[src/rtl/pdm_mic_capture.sv]
`default_nettype none
// ============================================================================
// Module   : pdm_mic_capture
// Purpose  : PDM microphone capture. Generates the mic clock, synchronizes
//            the 1-bit PDM stream, decimates by counting ones over DECIM bits
//            and queues PCM samples in a FIFO with a valid/ready interface.
// Options  : `define PDM_SIGNED_OUT_EN -> samples are 2*ones-DECIM (signed)
// Revision : 1.0 - initial release
// ============================================================================
module pdm_mic_capture #(
    parameter int CLK_DIV    = 20,
    parameter int DECIM      = 64,
    parameter int FIFO_DEPTH = 16
) (
    input  logic        Clk,
    input  logic        Reset,
    input  logic        Mic_Enable,
    input  logic        Mic_Data,
    output logic        Mic_Clk,
    output logic        Mic_LRSel,
    output logic [15:0] Sample_Data,
    output logic        Sample_Valid,
    input  logic        Sample_Ready,
    output logic [6:0]  Fifo_Count,
    output logic        Overflow,
    input  logic        Overflow_Clr
);

    localparam int DIV_W = $clog2(CLK_DIV);
    localparam int CNT_W = $clog2(DECIM);
    localparam int ACC_W = $clog2(DECIM) + 1;
    localparam int PTR_W = $clog2(FIFO_DEPTH);

    localparam logic [DIV_W-1:0] DIV_LAST = DIV_W'(CLK_DIV - 1);
    localparam logic [CNT_W-1:0] BIT_LAST = CNT_W'(DECIM - 1);
    localparam logic [6:0]       FULL_CNT = 7'(FIFO_DEPTH);

    typedef enum logic [0:0] {
        ST_IDLE = 1'b0,
        ST_RUN  = 1'b1
    } state_t;

    state_t             state;
    state_t             state_next;
    logic               cnt_en;
    logic               clear;

    logic               data_meta;
    logic               data_sync;
    logic [DIV_W-1:0]   div_cnt;
    logic               mic_clk_q;
    logic               div_tc;
    logic               strobe;
    logic [CNT_W-1:0]   bit_cnt;
    logic [ACC_W-1:0]   acc;
    logic [ACC_W-1:0]   window_sum;
    logic               window_end;
    logic [15:0]        window_value;
    logic               push_pending;
    logic [15:0]        push_data;

    logic [15:0]        mem [FIFO_DEPTH];
    logic [PTR_W-1:0]   wr_ptr;
    logic [PTR_W-1:0]   rd_ptr;
    logic [PTR_W-1:0]   rd_next;
    logic [6:0]         count;
    logic [6:0]         count_next;
    logic               full;
    logic               do_pop;
    logic               do_push;
    logic               drop;
    logic [15:0]        head_next;

    assign Mic_LRSel    = 1'b0;
    assign Mic_Clk      = mic_clk_q;
    assign Fifo_Count   = count;

    // Window state register
    always_ff @(posedge Clk or posedge Reset) begin
        if (Reset) state <= ST_IDLE;
        else       state <= state_next;
    end

    // Next state: capture runs while enabled; leaving RUN clears the window
    always_comb begin
        state_next = state;
        cnt_en     = 1'b0;
        clear      = 1'b0;
        case (state)
            ST_IDLE: begin
                clear = 1'b1;
                if (Mic_Enable) begin
                    state_next = ST_RUN;
                    cnt_en     = 1'b1;
                    clear      = 1'b0;
                end
            end
            ST_RUN: begin
                if (Mic_Enable) begin
                    cnt_en = 1'b1;
                end else begin
                    state_next = ST_IDLE;
                    clear      = 1'b1;
                end
            end
            default: state_next = ST_IDLE;
        endcase
    end

    // Two-flop synchronizer for the asynchronous PDM data
    always_ff @(posedge Clk or posedge Reset) begin
        if (Reset) begin
            data_meta <= 1'b0;
            data_sync <= 1'b0;
        end else begin
            data_meta <= Mic_Data;
            data_sync <= data_meta;
        end
    end

    assign div_tc = (div_cnt == DIV_LAST);
    // Sample on the cycle the mic clock is about to fall
    assign strobe = cnt_en && div_tc && mic_clk_q;

    // Mic clock divider; forced low whenever capture is stopped
    always_ff @(posedge Clk or posedge Reset) begin
        if (Reset) begin
            div_cnt   <= '0;
            mic_clk_q <= 1'b0;
        end else if (clear) begin
            div_cnt   <= '0;
            mic_clk_q <= 1'b0;
        end else if (cnt_en) begin
            if (div_tc) begin
                div_cnt   <= '0;
                mic_clk_q <= ~mic_clk_q;
            end else begin
                div_cnt <= div_cnt + DIV_W'(1);
            end
        end
    end

    assign window_sum = acc + ACC_W'(data_sync);
    assign window_end = strobe && (bit_cnt == BIT_LAST);

`ifdef PDM_SIGNED_OUT_EN
    // Centre the ones count around zero: range -DECIM..+DECIM
    assign window_value = 16'({window_sum, 1'b0}) - 16'(DECIM);
`else
    assign window_value = 16'(window_sum);
`endif

    // Ones accumulator; the last strobe of a window hands the total to the FIFO
    always_ff @(posedge Clk or posedge Reset) begin
        if (Reset) begin
            acc          <= '0;
            bit_cnt      <= '0;
            push_pending <= 1'b0;
            push_data    <= '0;
        end else begin
            push_pending <= window_end;
            if (window_end) push_data <= window_value;
            if (clear) begin
                acc     <= '0;
                bit_cnt <= '0;
            end else if (strobe) begin
                if (window_end) begin
                    acc     <= '0;
                    bit_cnt <= '0;
                end else begin
                    acc     <= window_sum;
                    bit_cnt <= bit_cnt + CNT_W'(1);
                end
            end
        end
    end

    assign full       = (count == FULL_CNT);
    assign do_pop     = Sample_Valid && Sample_Ready;
    assign do_push    = push_pending && (!full || do_pop);
    assign drop       = push_pending && full && !do_pop;
    assign count_next = count + 7'(do_push) - 7'(do_pop);
    assign rd_next    = rd_ptr + PTR_W'(do_pop);

    // Next head: bypass the incoming sample when it lands in the head slot
    always_comb begin
        head_next = '0;
        if (count_next != 7'd0) begin
            if (do_push && (rd_next == wr_ptr)) head_next = push_data;
            else                                head_next = mem[rd_next];
        end
    end

    // FIFO storage (no reset needed; occupancy is tracked by count)
    always_ff @(posedge Clk) begin
        if (do_push) mem[wr_ptr] <= push_data;
    end

    // FIFO pointers, occupancy, registered head and sticky overflow
    always_ff @(posedge Clk or posedge Reset) begin
        if (Reset) begin
            wr_ptr       <= '0;
            rd_ptr       <= '0;
            count        <= '0;
            Sample_Data  <= '0;
            Sample_Valid <= 1'b0;
            Overflow     <= 1'b0;
        end else begin
            if (do_push) wr_ptr <= wr_ptr + PTR_W'(1);
            rd_ptr       <= rd_next;
            count        <= count_next;
            Sample_Data  <= head_next;
            Sample_Valid <= (count_next != 7'd0);
            if (drop)              Overflow <= 1'b1;
            else if (Overflow_Clr) Overflow <= 1'b0;
        end
    end

endmodule
`default_nettype wire

[config.mk]
export PLATFORM = sky130hd
export DESIGN_NAME = pdm_mic_capture
export DESIGN_NICKNAME = d
export VERILOG_FILES = /design/src/rtl/pdm_mic_capture.sv
export SDC_FILE = /design/constraint.sdc
export NUM_CORES = 1
export LEC_CHECK = 0
export CAP_MARGIN = 0
export CORE_MARGIN = 5
export CORE_UTILIZATION = 60
export CTS_CLUSTER_DIAMETER = 80
export CTS_CLUSTER_SIZE = 40
export DETAILED_ROUTE_END_ITERATION = 12
export MAX_ROUTING_LAYER = met4
export PLACE_DENSITY = 0.76
export REMOVE_ABC_BUFFERS = 1
export SLEW_MARGIN = 20
export SYNTH_ARGS = -nofsm -noshare
export SYNTH_HDL_FRONTEND = slang
export SYNTH_SLANG_ARGS = --single-unit
[constraint.sdc]
create_clock -name Clk -period 3.8 [get_ports Clk]
set_clock_uncertainty 0.05 [all_clocks]
set_input_delay 1.14 -clock Clk [delete_from_list [all_inputs] [get_ports Clk]]
set_output_delay 1.14 -clock Clk [all_outputs]
set_load 0.05 [all_outputs]
======== After elaboration in Yosys (flattened, before gate mapping) ========
Memory sizes are Yosys's and may differ from the RTL's.
Index checks and enable logic that the tools add are counted.
storage, ports and cells
  register bits ........................... 62
  memory bits (writable) .................. 112
  input bits .............................. 6
  output and inout bits ................... 27
  word-level logic and storage cells ...... 64
  memories ................................ 1
cells by class
  $add $sub $neg .......................... 7
  equality and inequality tests ........... 4
  multiplexer cells ....................... 20
  bitwise logic cells ..................... 1
  reductions and logical operators ........ 17
memory list
  memory  words  bits a word  read ports  clocked after Yosys merged registers in  wr ports  line  text
  mem     16     7            1           0                                        1         62    logic [15:0] mem [FIFO_DEPTH];
operators by type and width
  cell                                           count
  two-way mux 16 bit                             2
  two-way mux 7 bit                              3
  two-way mux 6 bit                              3
  two-way mux 5 bit                              3
  adder 7 x 1 -> 7 bit                           2
  two-way mux 1 bit                              9
  logical AND 1 bit                              8
  nonzero test 2 bit                             4
  == test 7 x 5 -> 1 bit, second input constant  1
  nonzero test 7 bit                             1
  subtractor 7 x 1 -> 7 bit                      1
  adder 6 x 1 -> 6 bit, second input constant    1
  == test 6 bit, second input constant           1
  adder 5 x 1 -> 5 bit, second input constant    1
  == test 5 bit, second input constant           1
  adder 4 x 1 -> 4 bit                           1
  adder 4 x 1 -> 4 bit, second input constant    1
  == test 4 bit                                  1
  logical NOT 1 bit                              2
  AND reduction 2 bit                            1
  logical OR 1 bit                               1
  inverter 1 bit                                 1

======== Depth between registers and ports, before layout ========
Gate-level depths: netlist of the first run.
  depth after elaboration ................. 8
  depth in mapped cells ................... 14
  mapped depth without buffers ............ 14

======== Least setup slack after synthesis of the first run ========
Ideal clock, no wire load.
  path type ............................... input to register
  start point ............................. in Sample_Ready
  end point ............................... reg Sample_Data[0]
  setup time .............................. 0.144 ns
  arrival ................................. 3.207 ns
  required time ........................... 3.606 ns
  path slack .............................. 0.399 ns
  stages on the path ...................... 12
  buffers on the path ..................... 0
  cell sequence ........................... nand2_1 > nand3_1 > nand2_1 > o21ai_0 > ha_1 > inv_1 > fa_1 > nor2b_1 > o31ai_1 > xnor2_1 > nor4b_2 > a21oi_1
on the way
  longest elaborated chain between the ends .. 7
  elaborated cells between the ends (all ways) .. 12
  those cells by class .................... add/sub (3); eq/ne (1); mux (2); reduce/logical (5); memory (1)
ends and longest elaborated chain
  what                         line  text
  start, declared              23    input logic Sample_Ready,
  logical AND 1 bit *          179   assign do_pop = Sample_Valid && Sample_Ready;
  logical OR 1 bit             180   assign do_push = push_pending && (!full || do_pop);
  logical AND 1 bit            180
  adder 7 x 1 -> 7 bit         182   assign count_next = count + 7'(do_push) - 7'(do_pop);
  subtractor 7 x 1 -> 7 bit *  182
  named net count_next[4]      67    logic [6:0] count_next;
  nonzero test 7 bit *         188   if (count_next != 7'd0) begin
  two-way mux 16 bit *         188
  named net head_next[0]       72    logic [15:0] head_next;
  end signal, assigned         212   Sample_Data <= head_next;
  end, declared                21    output logic [15:0] Sample_Data,
The timed path passes the listed nets; every way through them passes the cells marked *.
A chain may end at the register's enable or synchronous reset.

======== Worst setup path after layout of the first run ========
  start point ............................. in Sample_Ready
  end point ............................... reg Sample_Data[2]
The elaborated chain is that of the path after synthesis.

==> flow_summary.yaml, run 1 <==
floorplan:
  core_mm2: 0.01152
  dieArea_mm2: 0.01411
  rows: 39
  die_h_um: 118.8
  die_w_um: 118.8
  start_util: 0.6167
  io_pins: 33
clock_network:
  h-tree-depth: 4
  clock_path_buffers: 2
  hold_buffers: 0
  clk_pin_slew_ns: 0.06
  clock_sink_count: 165
  numCtsBuffers: 17
  cts-root-buf: "clkbuf_16"
  cts_tree: "built"
  clock_insertion_delay_worst_skew_ns: 0.43
grt:
  gr-usage-all-layers: 0.2186
  grt_max_degree: 24
  grt-ovfl-total: 0
  grt_pass1_vias: 3902
  grt_pass1_wl_um: 22200
  antenna_found_initial: 0
detailed_routing:
  wl_um: 13790
  drc: 0
  dr_total_vias: 3832
  routed_via_density: 5.969
  drt_iter0_drc: 297
  dr.pass1.iters: 5
  final_antenna_net_count: 0
  routedWlPerCell_um: 21.49
yosys:
  yosysWarnings: 0
  synthTopCellsByCount: "edfxtp_1, dfrtp_1, mux4_2"
  synth_top_area_share: 0.4736
  synth.avg_cell_area_um2: 16.14
  synth-edff-count: 112
  yosysMostFrequentCell: "edfxtp_1"
  synth_cells: 440
  synth_ff_type: "edfxtp_1"
  async_flop_share: 0.3212
  netlist_area_mm2: 0.007102
  ys_types: 53
  yosysSeqAreaShare: 0.6603
  yosys-top-cells-area: "edfxtp_1, dfrtp_1, mux4_2, ha_1, xnor2_1"
  synth_top_cell_by_area: "edfxtp_1"
  synth-seq-cells: 165
timing:
  fin_crit_ns: 3.549
  fin_hold_ws_ns: 0.3172
  fin_setup_tns_ns: 0
  setup_viol: 0
  max_freq_mhz: 281.8
  slew_viol_final: 0
  rsz0062_at_grt: "no"
  hold_viol: 0
  worst_slew_pin_slew_ns: 0.7106
  maxSlewHeadroom: 0.5239
  period_share: 0.9340
worst_setup_path:
  end_kind: "flop"
  worstPathRequired_ns: 4.01
  arrival_ns: 3.76
  start_kind: "primary input"
  critical_path_class: "primary input to flop"
  cp_max_fo: 8
place:
  port_buffers: 22
  place_area_mm2: 0.007580
  place.gp.congestion: 0.8721
  placedCellCount: 610
  dp_hpwl_um: 9029
layout:
  layout-area-overhead-vs-synth_pct: 14.64
  layout-drive-gt1-share: 0.1924
  final_cells: 642
  n_antenna_cell: 0
  finish.instance_area_mm2: 0.008142
  fill_cells: 753
  nets: 510
power:
  power_leakage_nw: 3.383
  ir_drop_uv: 361.7
  power_density_mw_per_mm2: 643.9
min_path:
  holdCritPathClass: "flop to flop"
outcome:
  status: "completed"
run:
  drv_cap: 0
## cell type report
cell class	count	area, µm²	share of cell area
Timing Repair Buffer	42	420.4	0.05164
Clock inverter	15	130.1	0.01598
Clock buffer	17	425.4	0.05225
Sequential cell	165	4690	0.5760
Inverter	21	78.83	0.009682
Multi-Input combinational cell	239	2218	0.2725
Tap cell	143	178.9	0.02198
## timing repair
| action | in CTS | in global routing |
|---|---|---|
| setup endpoints to repair | 0 | 8 |
| buffers inserted | 0 | 0 |
| gates resized for setup | 0 | 1 |
## critical path, cell delays in order
cell and delay [ns]:
clkdlybuf4s50_1 0.46, nand2_1 0.08, nand3_1 0.11, nand2_1 0.09, o21ai_0 0.16, ha_1 0.21, inv_1 0.06, fa_1 0.42
nor2b_1 0.18, o31ai_1 0.09, xnor2_1 0.17, nor4b_2 0.29, buf_4 0.20, a21oi_1 0.09
## report_power, final
part           switching, W  internal [W]
Combinational      0.000919      0.000683
Clock              0.000702      0.000901
Sequential        0.0000599       0.00198
## metal layers
layer | routed length, µm | global-route usage | vias to the layer above | part of all wire
met5 | 0 | - | - | 0
met2 | 7190 | 0.3481 | 102 | 0.52
met3 | 691 | 0.05062 | 23 | 0.050
li1 | - | - | 1742 | -
met4 | 304 | 0.08472 | 0 | 0.022
met1 | 5608 | 0.2760 | 1965 | 0.41
## state kept, by name, summed over array words and instances (netlist names)
register and flops:
rd_ptr 4, Mic_Clk 1, div_cnt 5, data_sync 1, push_pending 1, data_meta 1, Sample_Data 7, bit_cnt 6
wr_ptr 4, acc 7, Overflow 1, Fifo_Count 7, mem 112, push_data 7, Sample_Valid 1
## path summary, 6_finish.rpt
check / start / to / slack, ns / depth (start not counted)
hold / removal: data_meta / data_sync / 0.32 / 0
max in group asynchronous: Reset / push_data[1] / 2.13 / 3
min in group asynchronous: Reset / wr_ptr[3] / 0.94 / 2
setup / recovery: Sample_Ready / Sample_Data[2] / 0.25 / 14
setup reg to reg: Fifo_Count[4] / Sample_Data[2] / 0.66 / 14
hold reg to reg: data_meta / data_sync / 0.32 / 0
## placed cells by master, fill, tap and decap left out, types with 3 or more instances in the layout
cell type,instances
edfxtp_1,112
dfrtp_1,53
mux4_2,35
clkdlybuf4s50_1,22
inv_1,20
nand2_1,20
clkbuf_16,17
nor2_1,16
a21oi_1,16
ha_1,16
buf_4,16
xnor2_1,12
conb_1,10
nand3_1,9
and2_1,9
mux2i_1,9
and3_1,8
xor2_1,8
o21ai_0,8
o21ai_1,7
clkinvlp_4,6
nor3_1,5
nor3b_1,5
nand2b_1,4
and4_1,4
nor4b_1,4
buf_12,4
nor2b_1,3
## per-stage QoR
step | util | setup WS, ns | total power, W
after global placement | 0.6582 | -0.08586 | 0.003618
after CTS | 0.7064 | 0.1949 | 0.005266
after floorplan | - | -0.1666 | 0.003176
final | 0.7070 | 0.2510 | 0.005242
after detailed placement | 0.6582 | -0.1629 | 0.003662
after global routing | 0.7070 | 0.01451 | 0.005490
## logic make-up (layout without fill, tap and decap cells)
kind of cell | after synthesis | in the layout | share of synthesized area
AOI/OAI and AO/OA | 43 | 43 | 0.03489
xor gates and xnor gates | 22 | 22 | 0.03030
adders and majority gates | 18 | 18 | 0.03277
buffers and inverters | 45 | 95 | 0.03330
DFF | 165 | 165 | 0.6603
muxes | 47 | 47 | 0.1284
other | 1 | 10 | 0.0005280
and+or+nand+nor | 99 | 99 | 0.07946
No activity file was read; power rests on OpenSTA's default activity.
==> run 2: changes to the inputs <==
==> constraint.sdc (replaced) <==
create_clock -name Clk -period 3.8 [get_ports Clk]
set_clock_uncertainty 0.05 [all_clocks]
set_input_delay 0.57 -clock Clk [delete_from_list [all_inputs] [get_ports Clk]]
set_output_delay 0.57 -clock Clk [all_outputs]
set_load 0.05 [all_outputs]
==> flow_summary.yaml, run 2 (synthesis results as in run 1) <==
outcome:
  status: "completed"
timing:
  fin_crit_ns: 3.179
  rsz0062_at_grt: "no"
  period_share: 0.8365
  max_freq_mhz: 314.6
  maxSlewHeadroom: 0.3284
  fin_setup_tns_ns: 0
  worst_slew_pin_slew_ns: 1.003
  setup_viol: 0
  slew_viol_final: 0
  hold_viol: 0
worst_setup_path:
  critPathSlowestCell: "fa_1"
  ff2ff_path_depth: 14
  end_kind: "flop"
  cp_max_fo: 8
  r2r-start: "Fifo_Count[5]"
  critical_path_class: "flop to flop"
  worstPathRequired_ns: 4.01
  rrSetupSlack_ns: 0.62
  cp-startpoint: "Fifo_Count[5]"
  arrival_ns: 3.39
  slowest_delay_ns: 0.40
  reg2reg_to: "Sample_Data[6]"
  start_kind: "flop"
  path_cells: "inv_1, ha_1, and2_1, nand3_1, nand2_1, o21ai_0, ha_1, inv_1, fa_1, xnor2_1, nor4_1, nor4b_2, buf_4, a21oi_1"
  crit_end: "Sample_Data[6]"
power:
  ir_drop_uv: 362.2
  power_leakage_nw: 3.367
  power_density_mw_per_mm2: 646.2
  p_total_w: 0.005221
layout:
  layout-area-overhead-vs-synth_pct: 13.78
  layout-drive-gt1-share: 0.1728
  fill_cells: 747
  fin_util: 0.7017
  n_antenna_cell: 0
  top_register: "mem"
  finish.instance_area_mm2: 0.008080
  layout_commonest_cell: "edfxtp_1"
  largest_reg_flops: 112
  most-common-layout-cells: "edfxtp_1, dfrtp_1, mux4_2"
  nets: 503
min_path:
  holdCritPathClass: "flop to flop"
  worstHoldStart: "data_meta"
clock_network:
  cts-root-buf: "clkbuf_16"
  hold_buffers: 0
  clk_pin_slew_ns: 0.06
  h-tree-depth: 4
  post_cts_buffers: 0
  numCtsBuffers: 17
  cts_tree: "built"
  clock_sink_count: 165
  clock_insertion_delay_worst_skew_ns: 0.42
  clock_path_buffers: 2
  post_cts_resized: 0
place:
  place.gp.congestion: 0.8542
  dp_hpwl_um: 8678
  place_area_mm2: 0.007502
  port_buffers: 22
floorplan:
  dieArea_mm2: 0.01411
  io_pins: 33
  start_util: 0.6167
  die_h_um: 118.8
  core_mm2: 0.01152
  rows: 39
  die_w_um: 118.8
run:
  drv_cap: 0
grt:
  grt-ovfl-total: 0
  grt_pass1_wl_um: 21380
  gr-usage-all-layers: 0.2067
  grt_max_degree: 54
  grt_pass1_vias: 3869
  antenna_found_initial: 0
detailed_routing:
  routed_via_density: 5.981
  wl_um: 13080
  drt_iter0_drc: 266
  dr_total_vias: 3798
  dr.pass1.iters: 4
  drc: 0
  routedWlPerCell_um: 20.59
  final_antenna_net_count: 0
## run 2: cell types whose count changed in the layout (fill, tap and decap cells not counted), moves of 3 or more
cell | before | now
buf_4 | 16 | 11
clkinv_4 | 1 | 4
clkbuf_1 | 0 | 5
clkinvlp_4 | 6 | 0
## run 2: area by class of cell
| class | instances | area (µm²) | area share |
|---|---|---|---|
| clock buffer | 24 | 471.7 | 0.05838 |
| clock inverter | 8 | 105.1 | 0.01301 |
| inverter | 21 | 80.08 | 0.009910 |
| multi-input combinational | 239 | 2212 | 0.2738 |
| sequential | 165 | 4690 | 0.5804 |
| tap | 143 | 178.9 | 0.02214 |
| timing repair buffer | 35 | 342.8 | 0.04243 |
## run 2: worst min-delay path by stage
stage               cells past startpoint        end  slack, ns
floorplan                               0  data_sync       0.28
finish                                  0  data_sync       0.31
CTS                                     0  data_sync       0.31
global placement                        0  data_sync       0.29
global route                            0  data_sync       0.32
detailed placement                      0  data_sync       0.29
## run 2: worst max-delay path, delay by kind of cell (launching register included)
kind / cells / cell delay [ns]
buf+inv: 3 / 0.31
xor+xnor: 1 / 0.17
compound gates: 2 / 0.29
simple gates: 5 / 1.02
fa+ha+maj: 3 / 0.81
flops: 1 / 0.37
## run 2: stage by stage
| stage | hold WS (ns) | worst slack [ns] | cells |
|---|---|---|---|
| after detailed placement | 0.2871 | 0.3894 | 603 |
| final | 0.3069 | 0.6211 | 635 |
| after global routing | 0.3239 | 0.3184 | 635 |
| after CTS | 0.3075 | 0.6381 | 635 |
| after global placement | 0.2939 | 0.3741 | 603 |
| after floorplan | 0.2812 | 0.3277 | 425 |
## run 2: power by group
| part | switching, W | total (W) | internal, W |
|---|---|---|---|
| Sequential | 0.0000610 | 0.00204 | 0.00198 |
| Clock | 0.000657 | 0.00166 | 0.00100 |
| Combinational | 0.000901 | 0.00152 | 0.000620 |
| Total | 0.00162 | 0.00522 | 0.00360 |
## run 2: layer usage
metal | track usage | wire (µm)
met5 | - | 0
met3 | 0.04441 | 588
met2 | 0.3172 | 6563
met4 | 0.07603 | 208
met1 | 0.2766 | 5715
==> run 3: changes to the inputs <==
Settings changed: CORE_UTILIZATION 60 to 54, PLACE_DENSITY 0.76 to 0.72.
Clock period 3.8 ns to 2.55 ns, I/O delays scaled along.
==> flow_summary.yaml, run 3 (synthesis results as in run 1) <==
outcome:
  status: "finished, violations left"
  violations: "negative setup slack"
detailed_routing:
  wl_um: 13780
  routed_via_density: 5.523
  dr_total_vias: 3855
  final_antenna_net_count: 0
  dr.pass1.iters: 5
  drc: 0
  routedWlPerCell_um: 19.75
  drt_iter0_drc: 239
clock_network:
  cts-root-buf: "clkbuf_16"
  numCtsBuffers: 17
  clock_sink_count: 165
  h-tree-depth: 4
  cts_tree: "built"
  clock_path_buffers: 2
  clock_insertion_delay_worst_skew_ns: 0.42
  clk_pin_slew_ns: 0.06
timing:
  hold_viol: 0
  rsz0062_at_grt: "yes"
  max_freq_mhz: 355.2
  maxSlewHeadroom: 0.6095
  fin_hold_ws_ns: 0.2830
  fin_crit_ns: 2.815
  period_share: 1.104
  slew_viol_final: 0
  worst_slew_pin_slew_ns: 0.5858
  setup_viol: 8
  fin_ws_ns: -0.2650
floorplan:
  die_h_um: 124.7
  io_pins: 33
  die_w_um: 124.7
  start_util: 0.5427
  core_mm2: 0.01309
  dieArea_mm2: 0.01555
  rows: 42
grt:
  use_met3: 0.04374
  grt-ovfl-total: 0
  grtUsageMet2: 0.3079
  antenna_found_initial: 0
  grt_pass1_vias: 3981
  grt_max_degree: 33
  gr-usage-all-layers: 0.1950
  grt_pass1_wl_um: 22520
  grt.busiest_layer: "met2"
  met1_usage: 0.2552
run:
  drv_cap: 0
worst_setup_path:
  rrSetupSlack_ns: -0.27
  cp-startpoint: "Fifo_Count[2]"
  arrival_ns: 3.06
  end_kind: "flop"
  r2r-start: "Fifo_Count[2]"
  reg2reg_to: "Sample_Valid"
  start_kind: "flop"
  ff2ff_path_depth: 14
  crit_end: "Sample_Valid"
  cp_max_fo: 8
  worstPathRequired_ns: 2.79
  critical_path_class: "flop to flop"
power:
  ir_drop_uv: 540.8
  power_density_mw_per_mm2: 1015
  power_leakage_nw: 3.536
layout:
  largest_reg_flops: 112
  layout-area-overhead-vs-synth_pct: 20.40
  most-common-layout-cells: "edfxtp_1, dfrtp_1, buf_4"
  layout_commonest_cell: "edfxtp_1"
  top_register: "mem"
  layout-drive-gt1-share: 0.2701
  nets: 533
  finish.instance_area_mm2: 0.008551
  n_antenna_cell: 0
place:
  place_area_mm2: 0.007751
  port_buffers: 22
  dp_hpwl_um: 8995
  place.gp.congestion: 0.8796
min_path:
  holdCritPathClass: "primary input to asynchronous set/reset pin"
## run 3: cell types whose count changed in the layout (fill, tap and decap cells not counted), sizes merged
| cell | before | now |
|---|---|---|
| inv | 20 | 23 |
| clkbuf | 24 | 17 |
| buf | 13 | 42 |
| clkinvlp | 0 | 6 |
| nor2 | 16 | 17 |
| bufinv | 2 | 4 |
| clkinv | 7 | 3 |
## run 3: area by class of cell
| class | instances | area (µm²) |
|---|---|---|
| timing repair buffer | 64 | 610.6 |
| sequential | 165 | 4690 |
| clock inverter | 15 | 203.9 |
| inverter | 21 | 78.83 |
| multi-input combinational | 240 | 2322 |
| tap | 176 | 220.2 |
| clock buffer | 17 | 425.4 |
| fill | 889 | 4534 |
## run 3: what timing repair did
action	CTS	global route
resized for setup	21	7
cloned	1	0
pin swaps	12	5
hold buffers	0	0
setup endpoints to repair	10	10
setup buffers	5	3
## run 3: worst max-delay path, cell delays in order, from the launching register on
cell and delay (ns):
dfrtp_1 0.36, inv_2 0.05, ha_2 0.17, and2_4 0.17, nand3_4 0.09, nand2_4 0.05
o21ai_2 0.10, ha_2 0.20, inv_2 0.05, fa_2 0.53, nand2b_1 0.07, nor4_2 0.24
nor4b_2 0.23, buf_4 0.24, nand2_2 0.08
## run 3: per-stage QoR
step           total power (W)  instances  TNS, ns    util  setup WS (ns)
2_1_floorplan         0.004733        425   -19.64       -        -0.9223
3_3_place_gp          0.005593        657   -5.896  0.5924        -0.6625
3_5_place_dp          0.005639        657   -5.801  0.5924        -0.6426
4_1_cts               0.008604        695   -2.645  0.6489        -0.3392
5_1_grt               0.009080        698   -3.313  0.6535        -0.4054
6_report              0.008675        698   -2.042  0.6535        -0.2650
## run 3: how the worst min path moves through the flow
stage / start / to / slack, ns / cells past startpoint
final: Reset / Fifo_Count[0] / 0.28 / 2
after global routing: Reset / Overflow / 0.31 / 2
after CTS: Reset / Fifo_Count[0] / 0.28 / 2
after detailed placement: data_meta / data_sync / 0.29 / 0
after global placement: data_meta / data_sync / 0.30 / 0
after floorplan: data_meta / data_sync / 0.28 / 0
## run 3: per-layer routing
metal / routed length (µm) / share of wire
met1: 5830 / 0.42
met2: 7141 / 0.52
met3: 655 / 0.048
met4: 156 / 0.011
met5: 0 / 0
## run 3: report_power, final
group          internal, W  switching [W]  leakage, nW
combinational      0.00132        0.00166         1.24
sequential         0.00295      0.0000641         2.01
clock              0.00164        0.00104        0.286
